**config.mk**
```make
export PLATFORM = sky130hd
export DESIGN_NAME = alu_decode_stage_flat
export DESIGN_NICKNAME = d
export VERILOG_FILES = /design/src/rtl/alu_pkg.sv /design/src/rtl/alu_decode_stage_if.sv /design/src/rtl/alu_ctrl_lut.sv /design/src/rtl/alu_decode_stage.sv /design/src/flat_wrapper.sv
export SDC_FILE = /design/constraint.sdc
export NUM_CORES = 1
export LEC_CHECK = 0
export CAP_MARGIN = 20
export CELL_PAD_IN_SITES_DETAIL_PLACEMENT = 1
export CELL_PAD_IN_SITES_GLOBAL_PLACEMENT = 1
export CORE_MARGIN = 1
export CORE_UTILIZATION = 25
export DETAILED_ROUTE_END_ITERATION = 7
export PLACE_DENSITY = 0.72
export SLEW_MARGIN = 20
export SYNTH_ARGS = -nofsm -noshare
export SYNTH_HDL_FRONTEND = slang
export SYNTH_SLANG_ARGS = --single-unit
export TNS_END_PERCENT = 30
```
**constraint.sdc**
```tcl
create_clock -name clk -period 1.3 [get_ports clk]
set_input_delay 0.26 -clock clk [delete_from_list [all_inputs] [get_ports clk]]
set_output_delay 0.26 -clock clk [all_outputs]
set_load 0.02 [all_outputs]
```
**src/rtl/alu_pkg.sv**
```systemverilog
// Shared ALU decode definitions: control codes, ALUOp and funct7 encodings,
// and the decode/execute slot FSM states.
package alu_pkg;

    localparam int ALUCTRL_W = 5;

    typedef logic [4:0] alu_code_t;

    localparam alu_code_t ALU_ADD    = 5'd0;
    localparam alu_code_t ALU_SUB    = 5'd1;
    localparam alu_code_t ALU_AND    = 5'd2;
    localparam alu_code_t ALU_OR     = 5'd3;
    localparam alu_code_t ALU_XOR    = 5'd4;
    localparam alu_code_t ALU_SLT    = 5'd5;
    localparam alu_code_t ALU_SLL    = 5'd6;
    localparam alu_code_t ALU_SRL    = 5'd7;
    localparam alu_code_t ALU_SGE    = 5'd8;
    localparam alu_code_t ALU_EQ     = 5'd9;
    localparam alu_code_t ALU_NE     = 5'd10;
    localparam alu_code_t ALU_SRA    = 5'd11;
    localparam alu_code_t ALU_SLTU   = 5'd12;
    localparam alu_code_t ALU_SGEU   = 5'd13;
    localparam alu_code_t ALU_MUL    = 5'd16;
    localparam alu_code_t ALU_MULH   = 5'd17;
    localparam alu_code_t ALU_MULHSU = 5'd18;
    localparam alu_code_t ALU_MULHU  = 5'd19;
    localparam alu_code_t ALU_DIV    = 5'd20;
    localparam alu_code_t ALU_DIVU   = 5'd21;
    localparam alu_code_t ALU_REM    = 5'd22;
    localparam alu_code_t ALU_REMU   = 5'd23;

    localparam logic [1:0] ALUOP_MEM = 2'b00;
    localparam logic [1:0] ALUOP_IMM = 2'b01;
    localparam logic [1:0] ALUOP_REG = 2'b10;
    localparam logic [1:0] ALUOP_BR  = 2'b11;

    localparam logic [6:0] F7_BASE = 7'b0000000;
    localparam logic [6:0] F7_ALT  = 7'b0100000;
    localparam logic [6:0] F7_MDU  = 7'b0000001;

    typedef enum logic [1:0] {
        ST_IDLE,
        ST_HOLD,
        ST_MWAIT
    } state_e;

endpackage

```
**src/rtl/alu_decode_stage_if.sv**
```systemverilog
// Upstream/downstream handshake bundle of the ALU decode stage.
// slave = the stage itself, master = whatever drives and consumes it.
interface alu_decode_stage_if #(
    parameter int ALUCTRL_W = alu_pkg::ALUCTRL_W
);
    logic                 valid_in;
    logic                 ready_in;
    logic [1:0]           alu_op;
    logic [2:0]           funct3;
    logic [6:0]           funct7;
    logic                 valid_out;
    logic                 ready_out;
    logic [ALUCTRL_W-1:0] alu_ctrl;
    logic                 is_mdu;
    logic                 illegal;

    modport slave (
        input  valid_in, alu_op, funct3, funct7, ready_out,
        output ready_in, valid_out, alu_ctrl, is_mdu, illegal
    );

    modport master (
        output valid_in, alu_op, funct3, funct7, ready_out,
        input  ready_in, valid_out, alu_ctrl, is_mdu, illegal
    );
endinterface

```
**src/rtl/alu_ctrl_lut.sv**
```systemverilog
// Combinational {alu_op, funct3, funct7} -> {alu_ctrl, is_mdu, illegal} decode.
// RV32M encodings decode only when RV32M_EN is defined.
module alu_ctrl_lut #(
    parameter int ALUCTRL_W = alu_pkg::ALUCTRL_W
) (
    input  logic [1:0]           alu_op_i,
    input  logic [2:0]           funct3_i,
    input  logic [6:0]           funct7_i,
    output logic [ALUCTRL_W-1:0] alu_ctrl_o,
    output logic                 is_mdu_o,
    output logic                 illegal_o
);
    import alu_pkg::*;

    alu_code_t code;
    logic      mdu;
    logic      ill;

    always_comb begin
        code = ALU_ADD;
        mdu  = 1'b0;
        ill  = 1'b0;
        unique case (1'b1)
            alu_op_i == ALUOP_MEM: code = ALU_ADD;
            alu_op_i == ALUOP_REG: begin
                if (funct7_i == F7_BASE) begin
                    case (funct3_i)
                        3'b000:  code = ALU_ADD;
                        3'b001:  code = ALU_SLL;
                        3'b010:  code = ALU_SLT;
                        3'b011:  code = ALU_SLTU;
                        3'b100:  code = ALU_XOR;
                        3'b101:  code = ALU_SRL;
                        3'b110:  code = ALU_OR;
                        default: code = ALU_AND;
                    endcase
                end else if (funct7_i == F7_ALT && funct3_i == 3'b000) begin
                    code = ALU_SUB;
                end else if (funct7_i == F7_ALT && funct3_i == 3'b101) begin
                    code = ALU_SRA;
`ifdef RV32M_EN
                end else if (funct7_i == F7_MDU) begin
                    code = ALU_MUL | alu_code_t'(funct3_i);
                    mdu  = 1'b1;
`endif
                end else begin
                    ill = 1'b1;
                end
            end
            alu_op_i == ALUOP_IMM: begin
                case (funct3_i)
                    3'b000: code = ALU_ADD;
                    3'b010: code = ALU_SLT;
                    3'b011: code = ALU_SLTU;
                    3'b100: code = ALU_XOR;
                    3'b110: code = ALU_OR;
                    3'b111: code = ALU_AND;
                    3'b001: begin
                        code = ALU_SLL;
                        ill  = funct7_i != F7_BASE;
                    end
                    default: begin
                        // funct3 101: imm[11:5] selects logical vs arithmetic
                        if (funct7_i == F7_BASE)     code = ALU_SRL;
                        else if (funct7_i == F7_ALT) code = ALU_SRA;
                        else                         ill  = 1'b1;
                    end
                endcase
            end
            alu_op_i == ALUOP_BR: begin
                case (funct3_i)
                    3'b000:  code = ALU_SUB;
                    3'b001:  code = ALU_NE;
                    3'b100:  code = ALU_SLT;
                    3'b101:  code = ALU_SGE;
                    3'b110:  code = ALU_SLTU;
                    3'b111:  code = ALU_SGEU;
                    default: ill  = 1'b1;
                endcase
            end
            default: ill = 1'b1;
        endcase
        if (ill) begin
            code = ALU_ADD;
            mdu  = 1'b0;
        end
    end

    assign alu_ctrl_o = ALUCTRL_W'(code);
    assign is_mdu_o   = mdu;
    assign illegal_o  = ill;

endmodule

```
**src/rtl/alu_decode_stage.sv**
```systemverilog
// Registered ALU decode slot with valid/ready handshake and MDU wait modelling.
// Define RV32M_EN to decode RV32M ops and build the MWAIT counter.
module alu_decode_stage #(
    parameter int ALUCTRL_W = alu_pkg::ALUCTRL_W,
    parameter int MUL_LAT   = 2,
    parameter int DIV_LAT   = 8
) (
    input logic               clk,
    input logic               rst_n,
    input logic               flush,
    alu_decode_stage_if.slave bus
);
    import alu_pkg::*;

    if (MUL_LAT < 0 || DIV_LAT < 0) begin : g_bad_lat
        $error("alu_decode_stage: latencies must be non-negative");
    end

    state_e               state_q, state_d;
    logic [ALUCTRL_W-1:0] ctrl_q, ctrl_d;
    logic                 mdu_q, mdu_d;
    logic                 ill_q, ill_d;

    logic [ALUCTRL_W-1:0] lut_ctrl;
    logic                 lut_mdu;
    logic                 lut_ill;
    logic                 ready;
    logic                 accept;

    alu_ctrl_lut #(
        .ALUCTRL_W (ALUCTRL_W)
    ) u_lut (
        .alu_op_i   (bus.alu_op),
        .funct3_i   (bus.funct3),
        .funct7_i   (bus.funct7),
        .alu_ctrl_o (lut_ctrl),
        .is_mdu_o   (lut_mdu),
        .illegal_o  (lut_ill)
    );

`ifdef RV32M_EN
    localparam int MAXL  = (MUL_LAT > DIV_LAT) ? MUL_LAT : DIV_LAT;
    localparam int CNT_W = $clog2(MAXL + 1);
    localparam int CW    = (CNT_W < 1) ? 1 : CNT_W;

    logic [CW-1:0] cnt_q, cnt_d;
    logic [CW-1:0] lat;

    // funct3[2] separates DIV/REM from the MUL family
    assign lat = bus.funct3[2] ? CW'(DIV_LAT) : CW'(MUL_LAT);

    always_ff @(posedge clk or negedge rst_n) begin
        if (!rst_n) cnt_q <= '0;
        else        cnt_q <= cnt_d;
    end
`endif

    assign ready = !flush &&
                   (state_q == ST_IDLE ||
                    (state_q == ST_HOLD && bus.ready_out));
    assign accept = bus.valid_in && ready;

    always_comb begin
        state_d = state_q;
        ctrl_d  = ctrl_q;
        mdu_d   = mdu_q;
        ill_d   = ill_q;
`ifdef RV32M_EN
        cnt_d   = cnt_q;
`endif
        if (flush) begin
            state_d = ST_IDLE;
`ifdef RV32M_EN
            cnt_d   = '0;
`endif
        end else if (accept) begin
            ctrl_d  = lut_ctrl;
            mdu_d   = lut_mdu;
            ill_d   = lut_ill;
            state_d = ST_HOLD;
`ifdef RV32M_EN
            if (lut_mdu && lat != '0) begin
                state_d = ST_MWAIT;
                cnt_d   = lat;
            end
`endif
        end else begin
            case (state_q)
                ST_HOLD: begin
                    if (bus.ready_out) state_d = ST_IDLE;
                end
`ifdef RV32M_EN
                ST_MWAIT: begin
                    cnt_d = cnt_q - CW'(1);
                    if (cnt_q == CW'(1)) state_d = ST_HOLD;
                end
`endif
                default: ;
            endcase
        end
    end

    always_ff @(posedge clk or negedge rst_n) begin
        if (!rst_n) begin
            state_q <= ST_IDLE;
            ctrl_q  <= '0;
            mdu_q   <= 1'b0;
            ill_q   <= 1'b0;
        end else begin
            state_q <= state_d;
            ctrl_q  <= ctrl_d;
            mdu_q   <= mdu_d;
            ill_q   <= ill_d;
        end
    end

    assign bus.ready_in  = ready;
    assign bus.valid_out = state_q == ST_HOLD;
    assign bus.alu_ctrl  = ctrl_q;
    assign bus.is_mdu    = mdu_q;
    assign bus.illegal   = ill_q;

endmodule

```
**src/flat_wrapper.sv**
```systemverilog
// flat-port wrapper written by rule: the top's interface ports become plain ports
module alu_decode_stage_flat import alu_pkg::*;
#(
    parameter int ALUCTRL_W = alu_pkg::ALUCTRL_W,
    parameter int MUL_LAT   = 2,
    parameter int DIV_LAT   = 8
)
  (clk, rst_n, flush, bus_valid_in, bus_alu_op, bus_funct3, bus_funct7, bus_ready_out, bus_ready_in, bus_valid_out, bus_alu_ctrl, bus_is_mdu, bus_illegal);
  alu_decode_stage_if #(.ALUCTRL_W(ALUCTRL_W)) bus_i ();
  input logic clk;
  input logic rst_n;
  input logic flush;
  input wire logic [$bits(bus_i.valid_in)-1:0] bus_valid_in;
  input wire logic [$bits(bus_i.alu_op)-1:0] bus_alu_op;
  input wire logic [$bits(bus_i.funct3)-1:0] bus_funct3;
  input wire logic [$bits(bus_i.funct7)-1:0] bus_funct7;
  input wire logic [$bits(bus_i.ready_out)-1:0] bus_ready_out;
  output wire logic [$bits(bus_i.ready_in)-1:0] bus_ready_in;
  output wire logic [$bits(bus_i.valid_out)-1:0] bus_valid_out;
  output wire logic [$bits(bus_i.alu_ctrl)-1:0] bus_alu_ctrl;
  output wire logic [$bits(bus_i.is_mdu)-1:0] bus_is_mdu;
  output wire logic [$bits(bus_i.illegal)-1:0] bus_illegal;
  assign bus_i.valid_in = bus_valid_in;
  assign bus_i.alu_op = bus_alu_op;
  assign bus_i.funct3 = bus_funct3;
  assign bus_i.funct7 = bus_funct7;
  assign bus_i.ready_out = bus_ready_out;
  assign bus_ready_in = bus_i.ready_in;
  assign bus_valid_out = bus_i.valid_out;
  assign bus_alu_ctrl = bus_i.alu_ctrl;
  assign bus_is_mdu = bus_i.is_mdu;
  assign bus_illegal = bus_i.illegal;
  alu_decode_stage #(.ALUCTRL_W(ALUCTRL_W), .MUL_LAT(MUL_LAT), .DIV_LAT(DIV_LAT)) u_core (.clk(clk), .rst_n(rst_n), .flush(flush), .bus(bus_i));
endmodule
```
==> results of run 1 <==
-- worst max-delay path: stages --
cell and delay (ns):
buf_6 0.09, or4_4 0.53, nor3_4 0.19, a21oi_2 0.09
or3_4 0.40, o31ai_4 0.17
-- cell type report --
type                       instances  area, um^2  area share, %
timing repair buffer              41         362           35.0
sequential                         6         150           14.5
clock buffer                       3        22.5           2.18
tap                               28        35.0           3.39
inverter                           2        7.51          0.726
multi-input combinational         69         457           44.2
-- per-layer routing --
layer | wire, um | share of wire (%)
met4 | 5 | 0.25
met2 | 1040 | 52
met3 | 70 | 3.5
met1 | 885 | 44
met5 | 0 | 0
-- flip-flops by register name, summed over array words and instances (netlist names) --
signal,count
u_core.state_q,1
u_core.bus.illegal,1
u_core.bus.alu_ctrl,4
-- worst max path at each step --
stage / startpoint / endpoint / slack [ns]
floorplan: bus_funct7[1] / u_core.bus.alu_ctrl[2] / -0.53
detailed placement: bus_funct7[1] / u_core.bus.alu_ctrl[2] / -0.93
global placement: bus_funct7[1] / u_core.bus.alu_ctrl[2] / -0.89
finish: bus_funct7[2] / u_core.bus.alu_ctrl[2] / -0.28
CTS: bus_funct7[2] / u_core.bus.alu_ctrl[2] / -0.36
global route: bus_funct7[2] / u_core.bus.alu_ctrl[2] / -0.31
-- per-stage QoR --
| step | worst slack [ns] | total power (uW) | util, % | instances |
|---|---|---|---|---|
| finish | -0.278 | 667 | 46.3 | 149 |
| CTS | -0.359 | 657 | 44.2 | 148 |
| global route | -0.310 | 728 | 46.3 | 149 |
| floorplan | -0.530 | 345 | - | 84 |
| global placement | -0.886 | 489 | 42.7 | 144 |
| detailed placement | -0.932 | 497 | 42.7 | 144 |
-- repair_timing --
| item | CTS | global route |
|---|---|---|
| endpoints found under the setup margin | 12 | 6 |
| hold endpoints to repair | 0 | 0 |
| pin swaps | 6 | 5 |
| setup buffers | 1 | 1 |
| resized for setup | 29 | 13 |
-- Yosys cell counts, types with 2 or more instances --
cell,number
a31oi_1,2
nand2b_1,4
a21oi_1,3
clkbuf_1,5
o21ai_1,5
nor2b_1,2
nand3_1,4
buf_4,2
nor3_1,2
dfrtp_1,6
nand2_1,15
nor4_1,3
nor2_1,8
o21ai_0,2
-- cell families (layout without fill, tap and decap cells) --
group	Yosys count	after routing	share of synthesized area (%)
other cells	1	2	0.626
buf+inv	9	46	6.89
xor+xnor	1	1	1.46
simple gates	43	43	38.2
compound gates	23	23	27.8
flops	6	6	25.1
-- power by group through the flow --
stage	sequential, uW	combinational, uW	clock (uW)
final	212	288	167
after global routing	214	316	198
after CTS	212	271	173
after detailed placement	216	282	0
after global placement	214	275	0
after floorplan	235	110	0
==> impl_results.md, run 1 <==
* GRT Util Overall at 17.2%
* Starting DRT DRC Count at 3
* Clock sink total at 6
* Cell taking the most area after synthesis: dfrtp_1
* Finished Cell Area at between 1000 and 1500 um^2
* Top cell type's share of synthesized area at approximately 25%
* Post-DR wirelength/cell at 13.4 um
* Max VDD drop at 0.271 mV
* M1 GR Usage at 19.7%
* Max Root-Sink Buffers at 2
* Unique masters post-synth at 34
* Number of H-tree levels at 1
* Post-route setup slack at -0.278 ns
* Switch share at about a third
* Antenna diode count at 0
* Synthesis-stage register bit count at 6
* R2r worst-path depth at 6
* TNS Setup at -0.982 ns
* Tcrit/Tclk final at 121%
* Yosys warning total at 0
* Kind of critical path: input port to flip-flop
* Worst-Skew Late Latency at 0.24 ns
* Synth area leaders: dfrtp_1 (25%), nand2_1 (9.4%), nor2_1 (5.0%), nand2b_1 (4.2%), o21ai_1 (4.2%)
* Psw at 219 uW
* Fin crit period at 1.58 ns
* Area grow syn2layout at 72.4%
* Grt met3 use at under 10%
* Logic pwr share at 43.2%
* Cell Area, Synth at 599 um^2
* # IOs at 26
* Post-synthesis sequential area ratio at 25.1%
* DRC at 0
* Initial cell density of the core at 26.8%
* Die area at 2600 um^2
* Drt pass-1 iters at 3
* First-pass GRT wire length at 3.35 mm
* Met2 Usage GRT at 32.0%
* Final WL at approximately 2.0 mm
* Clk_skew at about 0.0069 ns
* EDFF count, synth at 0
* Most common flop cell mapped by yosys: dfrtp_1
* Count of pins over their slew limit at 0
* PwrDens at 645 nW/um^2
* Reg2reg end: u_core.bus.alu_ctrl[2]
* WHS at approximately 0.25 ns
* Share of layout cells above drive strength 1 at 32.2%
* Placed Instance Area at 955 um^2
* Internal power at 448 uW
* Sequential fraction of design power at 31.8%
* Vias in the first global route at between 700 and 800
* Fmax at approximately 630 MHz
* Synth async-reset ratio at 100%
* Initial antenna violation count at 0
* Crit path max fanout at 3
* Required @ worst endpoint at 1.45 ns
* Hold_buf cts at 0
* Max-Cap Viols at 0
* Clock-pin transition on the worst setup and hold timing paths at 0.05 ns
* R2r startpoint: u_core.state_q[0]
* Status: finished, violations left
* Lkg Pwr at ~0.00052 uW
* # rows at 17
* Hpwl dp at 1.63 mm
* Commonest non-fill, non-tap cells in the layout: nand2_1 (15), buf_4 (15), dlygate4sd2_1 (10)
* R2R Setup Slk at -0.22 ns
* Post-DRT Antenna Nets at 0
* Height of the chip at 51.0 um
* Gate Count Post-Synth at 83
* Final hold viol count at 0
* Mapped Avg Cell Area at 7.22 um^2
* Cts bufs inserted at 3
* Final Wtd Congestion at 0.828
* Finish-stage setup viols at 6
* Total vias in the final route at 735
* Die Wd at around 50 um
* Nets at 140
* Unrepaired setup endpoints after global routing: true
* Input/output buffers at 23
* Worst Setup Start Kind: input port
* CTS root buf: clkbuf_4
* GR peak layer: met2
* Vias per cell at 4.93
* Clock share of power at 25.0%
* CTS tree: yes
* Largest net degree at the start of global routing at 13
* CP Capture Type: flip-flop
* Arr. time, crit path at around 1.7 ns
* Violated checks: setup timing
* Total congestion overflow at 0
* Core area at 2230 um^2
* HP Class: input port to asynchronous set/reset pin
* Filler Cells Inserted at 295
(Power assumes the default switching activity.)
==> run 2, diff against run 1 <==
--- a/config.mk
+++ b/config.mk
@@ -11,6 +11,7 @@
 export CORE_MARGIN = 1
 export CORE_UTILIZATION = 25
 export DETAILED_ROUTE_END_ITERATION = 7
+export GPL_ROUTABILITY_DRIVEN = 1
 export PLACE_DENSITY = 0.72
 export SLEW_MARGIN = 20
 export SYNTH_ARGS = -nofsm -noshare
==> results of run 2 <==
The final DEF is identical to that of run 1; final timing and power are the same.
==> run 3, diff against run 2 <==
--- a/config.mk
+++ b/config.mk
@@ -9,10 +9,10 @@
 export CELL_PAD_IN_SITES_DETAIL_PLACEMENT = 1
 export CELL_PAD_IN_SITES_GLOBAL_PLACEMENT = 1
 export CORE_MARGIN = 1
-export CORE_UTILIZATION = 25
+export CORE_UTILIZATION = 28
 export DETAILED_ROUTE_END_ITERATION = 7
 export GPL_ROUTABILITY_DRIVEN = 1
-export PLACE_DENSITY = 0.72
+export PLACE_DENSITY_LB_ADDON = 0.1
 export SLEW_MARGIN = 20
 export SYNTH_ARGS = -nofsm -noshare
 export SYNTH_HDL_FRONTEND = slang
==> constraint.sdc (replaced) <==
create_clock -name clk -period 1.8 [get_ports clk]
set_input_delay 0.36 -clock clk [delete_from_list [all_inputs] [get_ports clk]]
set_output_delay 0.36 -clock clk [all_outputs]
set_load 0.02 [all_outputs]
==> run 3 against run 2 <==
The flow now finishes without violations. First-iteration DRC count rose by 67%. Clock power down 26%. Wire length is 14% higher. Global-route usage is 5.3 points higher. Register-to-register slack improved by 0.50 ns. Critical path depth is the same. Design area is 5.2% higher. Die area is 10% lower. Core utilization rose by 8.6 points. Setup slack better by 0.34 ns. Clock-buffer cell count did not move. Flip-flop and latch count unchanged. Largest power group unchanged.
==> impl_results.md, run 3 (same netlist as run 1, synthesis figures left out) <==
* Clock share of power at approximately a quarter
* CP Capture Type: flip-flop
* Switch share at between 30% and 40%
* Reg2reg end: u_core.bus.alu_ctrl[2]
* Kind of critical path: input port to flip-flop
* Core area at 1980 um^2
* Initial antenna violation count at 0
* Starting DRT DRC Count at 5
* Tcrit/Tclk final at 96.5%
* # IOs at 26
* Count of pins over their slew limit at 0
* Clk_skew at 0.00241 ns
* Final Wtd Congestion at 0.787
* Vias per cell at roughly 5
* Status: completed
* Cts bufs inserted at 3
* R2r worst-path depth at 6
* Drt pass-1 iters at 4
* First-pass GRT wire length at 3.50 mm
* R2R Setup Slk at around 0.28 ns
* Initial cell density of the core at between 30% and 40%
* Vias in the first global route at 806
* Post-DRT Antenna Nets at 0
* Clock sink total at 6
* PwrDens at 462 nW/um^2
* Internal power at between 300 and 400 uW
* CTS tree: yes
* HP Class: input port to asynchronous set/reset pin
* Max Root-Sink Buffers at 2
* GRT Util Overall at 22.6%
* Buf+Inv Stages, Crit Path at 1
* Unrepaired setup endpoints after global routing: true
* Nets at 153
* DRC at 0
* CTS root buf: clkbuf_4
* Die Wd at 48.3 um
* Post-DR wirelength/cell at approximately 14 um
* Most common cell after layout, fill and taps aside: buf_4
* Share of layout cells above drive strength 1 at 34.3%
* Commonest non-fill, non-tap cells in the layout: buf_4 (31), nand2_1 (15), clkdlybuf4s50_1 (14)
* Crit path max fanout at 4
* Logic depth of the worst path, buffers included at 6
* Total congestion overflow at 0
* # rows at 16
* Total vias in the final route at 802
* Lkg Pwr at 0.000540 uW
* Clock-pin transition on the worst setup and hold timing paths at 0.04 ns
* Critical path origin: bus_funct7[2]
* Area grow syn2layout at 81.4%
* Worst setup path endpoint: u_core.bus.alu_ctrl[2]
* Pre-CTS setup slack at -0.617 ns
* Post-route setup slack at 0.0632 ns
* Delay-heaviest family, CP: simple AND/OR/NAND/NOR gates
* Psw at 164 uW
* Fmax at between 500 and 600 MHz
* Finish-stage setup viols at 0
* Arr. time, crit path at 1.89 ns
* Sequential fraction of design power at 30.8%
* Worst Setup Start Kind: input port
* Number of H-tree levels at 1
* Final hold viol count at 0
* Largest register FFs at 4
* Height of the chip at 48.3 um
* R2r startpoint: u_core.state_q[0]
* CP max-delay cell: or4_4
* Largest net degree at the start of global routing at 13
* Hpwl dp at 1.83 mm
* Antenna diode count at 0
* Final WL at 2.28 mm
* Input/output buffers at 23
* Die area at 2330 um^2
* Max VDD drop at 0.448 mV
* Max-Cap Viols at 0
* Required @ worst endpoint at 1.96 ns
* Final Util at 54.9%
* CP max stage delay at 0.54 ns
* Crit path cell chain: buf_2, or4_4, nor3_4, a211oi_2, or3_4, o31ai_2
* Worst-Skew Late Latency at around 0.25 ns
* Fin crit period at ~1.7 ns
* Logic pwr share at 44.4%
-- run 3: area by class of cell --
| type | count | area (um^2) |
|---|---|---|
| fill | 265 | 895 |
| timing repair buffer | 54 | 453 |
| multi-input combinational | 69 | 420 |
| sequential | 6 | 150 |
| tap | 27 | 33.8 |
| clock buffer | 3 | 22.5 |
| inverter | 2 | 7.51 |
-- run 3: timing repair --
item / CTS / global route
resized for setup: 14 / 5
pin swaps: 6 / 1
setup buffers: 3 / 0
endpoints found under the setup margin: 5 / 3
hold buffers: 0 / 0
-- run 3: per-stage QoR --
step | instance area, um^2 | hold slack (ns) | power [uW] | instances | setup TNS (ns)
finish | 1090 | 0.366 | 502 | 161 | 0
global route | 1090 | 0.375 | 536 | 161 | -0.0319
CTS | 1070 | 0.365 | 504 | 161 | 0
detailed placement | 1040 | 0.481 | 379 | 155 | -2.29
global placement | 1040 | 0.469 | 371 | 155 | -1.99
floorplan | 603 | 0.0644 | 249 | 84 | -0.154
-- run 3: power groups by stage --
| stage | Sequential [uW] | Combinational (uW) | Clock [uW] |
|---|---|---|---|
| 5_1_grt | 156 | 244 | 136 |
| 6_report | 155 | 223 | 124 |
| 2_1_floorplan | 170 | 79.3 | 0 |
| 4_1_cts | 154 | 223 | 128 |
| 3_5_place_dp | 156 | 223 | 0 |
| 3_3_place_gp | 155 | 216 | 0 |
-- run 3: worst min-delay path by stage --
stage	end	startpoint
floorplan	u_core.bus.alu_ctrl[0]	rst_n
global placement	u_core.bus.alu_ctrl[2]	u_core.bus.alu_ctrl[2]
detailed placement	u_core.bus.alu_ctrl[3]	u_core.bus.alu_ctrl[3]
CTS	u_core.bus.alu_ctrl[1]	rst_n
global route	u_core.bus.illegal	rst_n
finish	u_core.bus.alu_ctrl[1]	rst_n
-- run 3: routing by layer --
| metal | up-vias | wire [um] | share of wire, % | GRT usage, % |
|---|---|---|---|---|
| li1 | 396 | - | - | - |
| met1 | 379 | 941 | 41 | 25.5 |
| met2 | 21 | 1190 | 52 | 40.0 |
| met3 | 6 | 95 | 4.2 | 6.30 |
| met4 | 0 | 56 | 2.5 | 8.33 |
| met5 | - | 0 | 0 | 0 |
